[src/rtl/uart_core_param.sv]
// Parametrised full-duplex UART core with valid/ready handshakes and per-frame error flags.
// Optional macro UART_LOOPBACK_EN adds a loopback input that routes the TX line into the RX synchroniser.
module uart_core_param #(
    parameter int DATA_WIDTH   = 8,
    parameter int PARITY_MODE  = 1,
    parameter int STOP_BITS    = 1,
    parameter int CLKS_PER_BIT = 16,
    parameter int SYNC_STAGES  = 3
) (
    input  logic                  clk,
    input  logic                  reset,
`ifdef UART_LOOPBACK_EN
    input  logic                  loopback,
`endif
    input  logic                  tx_valid,
    input  logic [DATA_WIDTH-1:0] tx_data,
    output logic                  tx_ready,
    output logic                  tx_busy,
    output logic                  tx_serial,
    input  logic                  rx_serial,
    output logic [DATA_WIDTH-1:0] rx_data,
    output logic                  rx_valid,
    output logic                  rx_parity_err,
    output logic                  rx_frame_err
);

    localparam int PAR_BITS = (PARITY_MODE != 0) ? 1 : 0;
    localparam int N_BITS   = 1 + DATA_WIDTH + PAR_BITS + STOP_BITS;
    localparam int BAUD_W   = $clog2(CLKS_PER_BIT);
    localparam int BIT_W    = $clog2(N_BITS + 1);

    localparam logic [BAUD_W-1:0] BAUD_LAST = BAUD_W'(CLKS_PER_BIT - 1);
    localparam logic [BAUD_W-1:0] BAUD_HALF = BAUD_W'(CLKS_PER_BIT / 2 - 1);
    localparam logic [BIT_W-1:0]  DATA_LAST = BIT_W'(DATA_WIDTH - 1);
    localparam logic [BIT_W-1:0]  STOP_LAST = BIT_W'(STOP_BITS - 1);
    localparam logic              PAR_ODD   = (PARITY_MODE == 2);

    typedef enum logic [2:0] {TX_IDLE, TX_START, TX_DATA, TX_PARITY, TX_STOP} tx_state_t;
    typedef enum logic [2:0] {RX_IDLE, RX_START, RX_DATA, RX_PARITY, RX_STOP, RX_WAIT_HIGH} rx_state_t;

    tx_state_t              tx_state_q, tx_state_d;
    logic [BAUD_W-1:0]      tx_baud_q, tx_baud_d;
    logic [BIT_W-1:0]       tx_bit_q, tx_bit_d;
    logic [DATA_WIDTH-1:0]  tx_shift_q, tx_shift_d;
    logic                   tx_par_q, tx_par_d;
    logic                   tx_line_q, tx_line_d;
    logic                   tx_busy_q, tx_busy_d;
    logic                   tx_last_clk;

    rx_state_t              rx_state_q, rx_state_d;
    logic [BAUD_W-1:0]      rx_baud_q, rx_baud_d;
    logic [BIT_W-1:0]       rx_bit_q, rx_bit_d;
    logic [DATA_WIDTH-1:0]  rx_shift_q, rx_shift_d;
    logic                   rx_par_q, rx_par_d;
    logic                   rx_ferr_acc_q, rx_ferr_acc_d;
    logic [DATA_WIDTH-1:0]  rx_data_q, rx_data_d;
    logic                   rx_valid_q, rx_valid_d;
    logic                   rx_perr_q, rx_perr_d;
    logic                   rx_ferr_q, rx_ferr_d;
    logic [SYNC_STAGES-1:0] sync_q, sync_d;
    logic                   rx_in, rxs, rx_sample, rx_stop_err;

`ifdef UART_LOOPBACK_EN
    assign rx_in     = loopback ? tx_line_q : rx_serial;
    assign tx_serial = loopback ? 1'b1 : tx_line_q;
`else
    assign rx_in     = rx_serial;
    assign tx_serial = tx_line_q;
`endif

    assign tx_last_clk = (tx_baud_q == BAUD_LAST);
    assign tx_ready    = (tx_state_q == TX_IDLE) ||
                         (tx_state_q == TX_STOP && tx_bit_q == STOP_LAST && tx_last_clk);
    assign tx_busy     = tx_busy_q;

    always_comb begin
        tx_state_d = tx_state_q;
        tx_baud_d  = tx_baud_q;
        tx_bit_d   = tx_bit_q;
        tx_shift_d = tx_shift_q;
        tx_par_d   = tx_par_q;
        tx_line_d  = tx_line_q;
        tx_busy_d  = tx_busy_q;
        if (tx_state_q != TX_IDLE) begin
            tx_baud_d = tx_last_clk ? '0 : tx_baud_q + 1'b1;
        end
        case (tx_state_q)
            TX_IDLE: ;
            TX_START: begin
                if (tx_last_clk) begin
                    tx_state_d = TX_DATA;
                    tx_line_d  = tx_shift_q[0];
                    tx_bit_d   = '0;
                end
            end
            TX_DATA: begin
                if (tx_last_clk) begin
                    if (tx_bit_q == DATA_LAST) begin
                        tx_bit_d = '0;
                        if (PAR_BITS != 0) begin
                            tx_state_d = TX_PARITY;
                            tx_line_d  = tx_par_q;
                        end else begin
                            tx_state_d = TX_STOP;
                            tx_line_d  = 1'b1;
                        end
                    end else begin
                        tx_bit_d   = tx_bit_q + 1'b1;
                        tx_shift_d = tx_shift_q >> 1;
                        tx_line_d  = tx_shift_q[1];
                    end
                end
            end
            TX_PARITY: begin
                if (tx_last_clk) begin
                    tx_state_d = TX_STOP;
                    tx_line_d  = 1'b1;
                    tx_bit_d   = '0;
                end
            end
            TX_STOP: begin
                if (tx_last_clk) begin
                    tx_line_d = 1'b1;
                    if (tx_bit_q == STOP_LAST) begin
                        tx_state_d = TX_IDLE;
                        tx_busy_d  = 1'b0;
                    end else begin
                        tx_bit_d = tx_bit_q + 1'b1;
                    end
                end
            end
            default: tx_state_d = TX_IDLE;
        endcase
        // A handshake in the last stop clock overrides the return to idle for gapless frames.
        if (tx_valid && tx_ready) begin
            tx_state_d = TX_START;
            tx_baud_d  = '0;
            tx_bit_d   = '0;
            tx_shift_d = tx_data;
            tx_par_d   = (^tx_data) ^ PAR_ODD;
            tx_line_d  = 1'b0;
            tx_busy_d  = 1'b1;
        end
    end

    always_ff @(posedge clk) begin
        if (reset) begin
            tx_state_q <= TX_IDLE;
            tx_baud_q  <= '0;
            tx_bit_q   <= '0;
            tx_shift_q <= '0;
            tx_par_q   <= 1'b0;
            tx_line_q  <= 1'b1;
            tx_busy_q  <= 1'b0;
        end else begin
            tx_state_q <= tx_state_d;
            tx_baud_q  <= tx_baud_d;
            tx_bit_q   <= tx_bit_d;
            tx_shift_q <= tx_shift_d;
            tx_par_q   <= tx_par_d;
            tx_line_q  <= tx_line_d;
            tx_busy_q  <= tx_busy_d;
        end
    end

    assign sync_d      = {sync_q[SYNC_STAGES-2:0], rx_in};
    assign rxs         = sync_q[SYNC_STAGES-1];
    assign rx_sample   = (rx_baud_q == BAUD_LAST);
    assign rx_stop_err = rx_ferr_acc_q | ~rxs;

    always_comb begin
        rx_state_d    = rx_state_q;
        rx_baud_d     = rx_baud_q;
        rx_bit_d      = rx_bit_q;
        rx_shift_d    = rx_shift_q;
        rx_par_d      = rx_par_q;
        rx_ferr_acc_d = rx_ferr_acc_q;
        rx_data_d     = rx_data_q;
        rx_valid_d    = 1'b0;
        rx_perr_d     = 1'b0;
        rx_ferr_d     = 1'b0;
        if (rx_state_q == RX_DATA || rx_state_q == RX_PARITY || rx_state_q == RX_STOP) begin
            rx_baud_d = rx_sample ? '0 : rx_baud_q + 1'b1;
        end
        case (rx_state_q)
            RX_IDLE: begin
                // The detection cycle counts as the first start-bit clock.
                if (!rxs) begin
                    rx_state_d    = RX_START;
                    rx_baud_d     = BAUD_W'(1);
                    rx_bit_d      = '0;
                    rx_ferr_acc_d = 1'b0;
                end
            end
            RX_START: begin
                if (rx_baud_q == BAUD_HALF) begin
                    rx_baud_d  = '0;
                    rx_bit_d   = '0;
                    rx_state_d = rxs ? RX_IDLE : RX_DATA;
                end else begin
                    rx_baud_d = rx_baud_q + 1'b1;
                end
            end
            RX_DATA: begin
                if (rx_sample) begin
                    rx_shift_d = {rxs, rx_shift_q[DATA_WIDTH-1:1]};
                    if (rx_bit_q == DATA_LAST) begin
                        rx_bit_d   = '0;
                        rx_state_d = (PAR_BITS != 0) ? RX_PARITY : RX_STOP;
                    end else begin
                        rx_bit_d = rx_bit_q + 1'b1;
                    end
                end
            end
            RX_PARITY: begin
                if (rx_sample) begin
                    rx_par_d   = rxs;
                    rx_bit_d   = '0;
                    rx_state_d = RX_STOP;
                end
            end
            RX_STOP: begin
                if (rx_sample) begin
                    if (rx_bit_q == STOP_LAST) begin
                        rx_valid_d = 1'b1;
                        rx_data_d  = rx_shift_q;
                        rx_ferr_d  = rx_stop_err;
                        rx_perr_d  = (PAR_BITS != 0) && ((^rx_shift_q) ^ rx_par_q ^ PAR_ODD);
                        rx_state_d = rx_stop_err ? RX_WAIT_HIGH : RX_IDLE;
                    end else begin
                        rx_bit_d      = rx_bit_q + 1'b1;
                        rx_ferr_acc_d = rx_stop_err;
                    end
                end
            end
            RX_WAIT_HIGH: begin
                if (rxs) rx_state_d = RX_IDLE;
            end
            default: rx_state_d = RX_IDLE;
        endcase
    end

    always_ff @(posedge clk) begin
        if (reset) begin
            sync_q        <= '1;
            rx_state_q    <= RX_IDLE;
            rx_baud_q     <= '0;
            rx_bit_q      <= '0;
            rx_shift_q    <= '0;
            rx_par_q      <= 1'b0;
            rx_ferr_acc_q <= 1'b0;
            rx_data_q     <= '0;
            rx_valid_q    <= 1'b0;
            rx_perr_q     <= 1'b0;
            rx_ferr_q     <= 1'b0;
        end else begin
            sync_q        <= sync_d;
            rx_state_q    <= rx_state_d;
            rx_baud_q     <= rx_baud_d;
            rx_bit_q      <= rx_bit_d;
            rx_shift_q    <= rx_shift_d;
            rx_par_q      <= rx_par_d;
            rx_ferr_acc_q <= rx_ferr_acc_d;
            rx_data_q     <= rx_data_d;
            rx_valid_q    <= rx_valid_d;
            rx_perr_q     <= rx_perr_d;
            rx_ferr_q     <= rx_ferr_d;
        end
    end

    assign rx_data       = rx_data_q;
    assign rx_valid      = rx_valid_q;
    assign rx_parity_err = rx_perr_q;
    assign rx_frame_err  = rx_ferr_q;

endmodule

[config.mk]
export PLATFORM = sky130hd
export DESIGN_NAME = uart_core_param
export DESIGN_NICKNAME = d
export VERILOG_FILES = /design/src/rtl/uart_core_param.sv
export SDC_FILE = /design/constraint.sdc
export NUM_CORES = 1
export LEC_CHECK = 0
export BUFFER_PORTS_ARGS = -buffer_cell sky130_fd_sc_hd__buf_2
export CAP_MARGIN = 0
export CORE_UTILIZATION = 35
export CTS_BUF_LIST = sky130_fd_sc_hd__clkbuf_4 sky130_fd_sc_hd__clkbuf_8 sky130_fd_sc_hd__clkbuf_16
export CTS_CLUSTER_DIAMETER = 120
export CTS_CLUSTER_SIZE = 25
export DETAILED_ROUTE_END_ITERATION = 10
export PLACE_DENSITY = 0.57
export SLEW_MARGIN = 25
export SYNTH_ARGS = -nofsm -noshare
export SYNTH_HDL_FRONTEND = slang
export SYNTH_SLANG_ARGS = --single-unit
[constraint.sdc]
create_clock -name clk -period 2.2 [get_ports clk]
set_input_delay 0.44 -clock clk [delete_from_list [all_inputs] [get_ports clk]]
set_output_delay 0.44 -clock clk [all_outputs]
set_load 0.02 [all_outputs]
==> reports/qor.yml <==
placed_area_um2: 3250
drt_first_pass_iters: 4
cts_htree_levels: 3
hold_violations: 0
power.internal_mw: 1.74
comb_power_share_pct: 7.6
hp-class: "primary input to flip-flop"
fin_area_um2: 3480
fin_crit_ns: 2.08
yosysWarnings: 0
syn_avg_cell_area_um2: 8.51
num_antenna_cells: 0
total_power_mw: 2.24
p_switching_uw: 506
clock.fmax_ghz: 0.481
grt_setup_unrepaired: "no"
path_delay_family: "flip-flops"
cts_tree: "built"
irDropWorstVdd_uv: 382
clock_path_buffers: 2
fillCellCount: 834
synth_top_area_share_pct: 38.4
cap_violations: 0
cp_num_buf_inv: 2
status: "complete, no violations"
critPathMaxFanout: 9
ys_seq_elements: 57
wire_per_inst_um: 13.2
yosysSeqAreaShare_pct: 38.4
p_seq_share_pct: 47.8
overflow: 0
grt_max_degree: 20
port-buffer-count: 25
synth_edf_count: 0
critPathRequiredTime_ns: 1.76
ios: 26
syn_nets: 367
grt_use_total_pct: 16.3
antenna_found_initial: 0
cp.arrival_ns: 1.64
start_util_pct: 36.2
clk_pin_slew_ns: 0.06
clock_sinks: 57
power.density_nw_per_um2: 645
tns_ns: 0
finalWirelength_um: 6440
dp_hpwl_um: 4550
die_h_um: 94.1
slew_headroom_pct: 63.6
p_leak_nw: 1.39
grt_pass1_vias: 2464
synthCells: 349
clk_latency_ns: 0.33
power_frac_clock_pct: 44.6
drt-initial-drc-count: 130
worst_pin_slew_ns: 0.546
synth_cell_types: 51
sw_frac_of_total_pct: 22.6
final_nets: 396
synth_area_um2: 2970
grt_pass1_wl_um: 11400
place.gp.congestion: 0.804
end_kind: "output pin"
cp-start-kind: "flip-flop"
ys.flop_type: "dfxtp_1"
avgViaCountPerCell: 5.26
postRouteAntennaNets: 0
core-area_um2: 8220
synth_area_leader_cell: "dfxtp_1"
path_class: "flip-flop to output pin"
layout_setup_ws_ns: 0.121
post_cts.repair.setup_buffers: 0
setup-violations-final: 0
clock_tree.root_cell: "clkbuf_8"
synthTopCellsByArea: "dfxtp_1, mux2i_1, nor2_1"
syn_to_final_growth_pct: 17.1
cts_hold_buf: 0
cts_buffers: 9
drive_gt1_share_pct: 18.1
drc: 0
drv_slew: 0
crit_chain: "ha_2 > and3_1 > buf_6 > nand2_4 > a21oi_2 > buf_4"
vias: 2560
slowest_delay_ns: 0.36
min_period_over_period_pct: 94.5
dieArea_um2: 8860
crit_slowest_cell: "dfxtp_2"
ys_async_sr_fraction_pct: 0
pre_cts_slack_ns: 0.182
rows: 33
finClkSkew_ns: 0.00566
die_w_um: 94.1
metrics by stage:
stage / std cells / util [%] / hold slack, ns
after floorplan: 349 / - / 0.389
after global placement: 472 / 39.5 / 0.392
after detailed placement: 472 / 39.5 / 0.399
after CTS: 487 / 42.2 / 0.299
after global routing: 487 / 42.3 / 0.307
final: 487 / 42.3 / 0.315
layout make-up:
class / count / area [µm²] / share of cell area [%]
Inverter: 8 / 30.0 / 0.863
Clock buffer: 13 / 166 / 4.78
Clock inverter: 2 / 37.5 / 1.08
Timing Repair Buffer: 39 / 236 / 6.80
Multi-Input combinational cell: 263 / 1730 / 49.8
Sequential cell: 57 / 1140 / 32.9
Tap cell: 105 / 131 / 3.78
registers in the layout (all words and copies together) (netlist names), 3 cells and up:
signal	cells
sync_q	3
rx_shift_q	8
tx_bit_q	4
tx_state_q	3
rx_bit_q	4
tx_shift_q	8
rx_baud_q	4
tx_baud_q	4
rx_state_q	3
rx_data	8
cell families after synthesis:
logic type	share of synthesized area (%)
multiplexers	9.44
XOR/XNOR	5.60
adder cells (fa/ha/maj)	2.53
AND/OR/NAND/NOR	21.4
AO/OA/AOI/OAI	18.7
buffers and inverters	3.88
flip-flops	38.4
cell usage after synthesis (2+ instances only):
master	count
dfxtp_1	57
nor2_1	44
mux2i_1	28
a21oi_1	24
nand2_1	18
clkbuf_1	16
o21ai_0	16
xnor2_1	16
a211oi_1	11
nand3_1	11
nor3_1	9
inv_1	8
nand2b_1	7
ha_1	6
nand3b_1	6
buf_2	5
nor2b_1	5
o21ai_1	5
a31oi_1	4
and3_1	4
or3b_1	4
o31ai_1	3
or2_2	3
xor2_1	3
a211o_1	2
a21o_1	2
a221oi_1	2
a22oi_1	2
nor3_2	2
o32ai_1	2
or2_1	2
or3_1	2
or4_1	2
power by group through the flow:
stage	combinational (mW)	clock, mW	sequential, mW
3_5_place_dp	0.170	0	1.10
5_1_grt	0.193	1.07	1.08
4_1_cts	0.171	1.03	1.07
2_1_floorplan	0.118	0	1.09
6_report	0.170	1.00	1.07
3_3_place_gp	0.167	0	1.10
layer usage:
layer  track usage (%)  wire length, µm  vias up
li1                  -                -     1312
met1              21.6             3260     1201
met2              25.6             2900       41
met3              2.75              200        6
met4              7.69               76        0
met5                 0                0        -
worst reg2reg max path, delay by kind of cell (launching register included):
kind | cells | cell delay, ns
compound gates | 3 | 0.49
buf+inv | 1 | 0.20
flops | 1 | 0.43
simple gates | 2 | 0.80
worst paths after layout:
| path | from | end | slack (ns) | cells after the start |
|---|---|---|---|---|
| worst max-delay path | tx_baud_q[0] | tx_ready | 0.12 | 6 |
| worst min-delay path | rx_serial | sync_q[0] | 0.32 | 2 |
| worst max register to register | rx_state_q[1] | rx_bit_q[0] | 0.20 | 6 |
| worst min register to register | sync_q[0] | sync_q[1] | 0.41 | 1 |
placed cells by master (no fill, tap or decap), types with 3 or more instances in the layout:
| master | count |
|---|---|
| buf_4 | 14 |
| nand2b_1 | 7 |
| dfxtp_1 | 55 |
| inv_1 | 8 |
| nor3_1 | 9 |
| a31oi_1 | 4 |
| nor2b_1 | 5 |
| buf_2 | 24 |
| ha_1 | 5 |
| nand3b_1 | 6 |
| a21oi_1 | 23 |
| clkbuf_8 | 11 |
| nand3_1 | 11 |
| or3b_1 | 4 |
| nand2_1 | 17 |
| mux2i_1 | 28 |
| or2_2 | 3 |
| a211oi_1 | 11 |
| nor2_1 | 44 |
| and3_1 | 4 |
| o21ai_1 | 5 |
| o31ai_1 | 3 |
| xor2_1 | 3 |
| o21ai_0 | 16 |
| xnor2_1 | 16 |
repair_timing:
| item | in CTS | in global routing |
|---|---|---|
| resized for setup | 6 | 3 |
| endpoints found under the setup margin | 1 | 1 |
| endpoints found under the hold margin | 0 | 0 |
No activity file was read; power rests on OpenSTA's default activity.
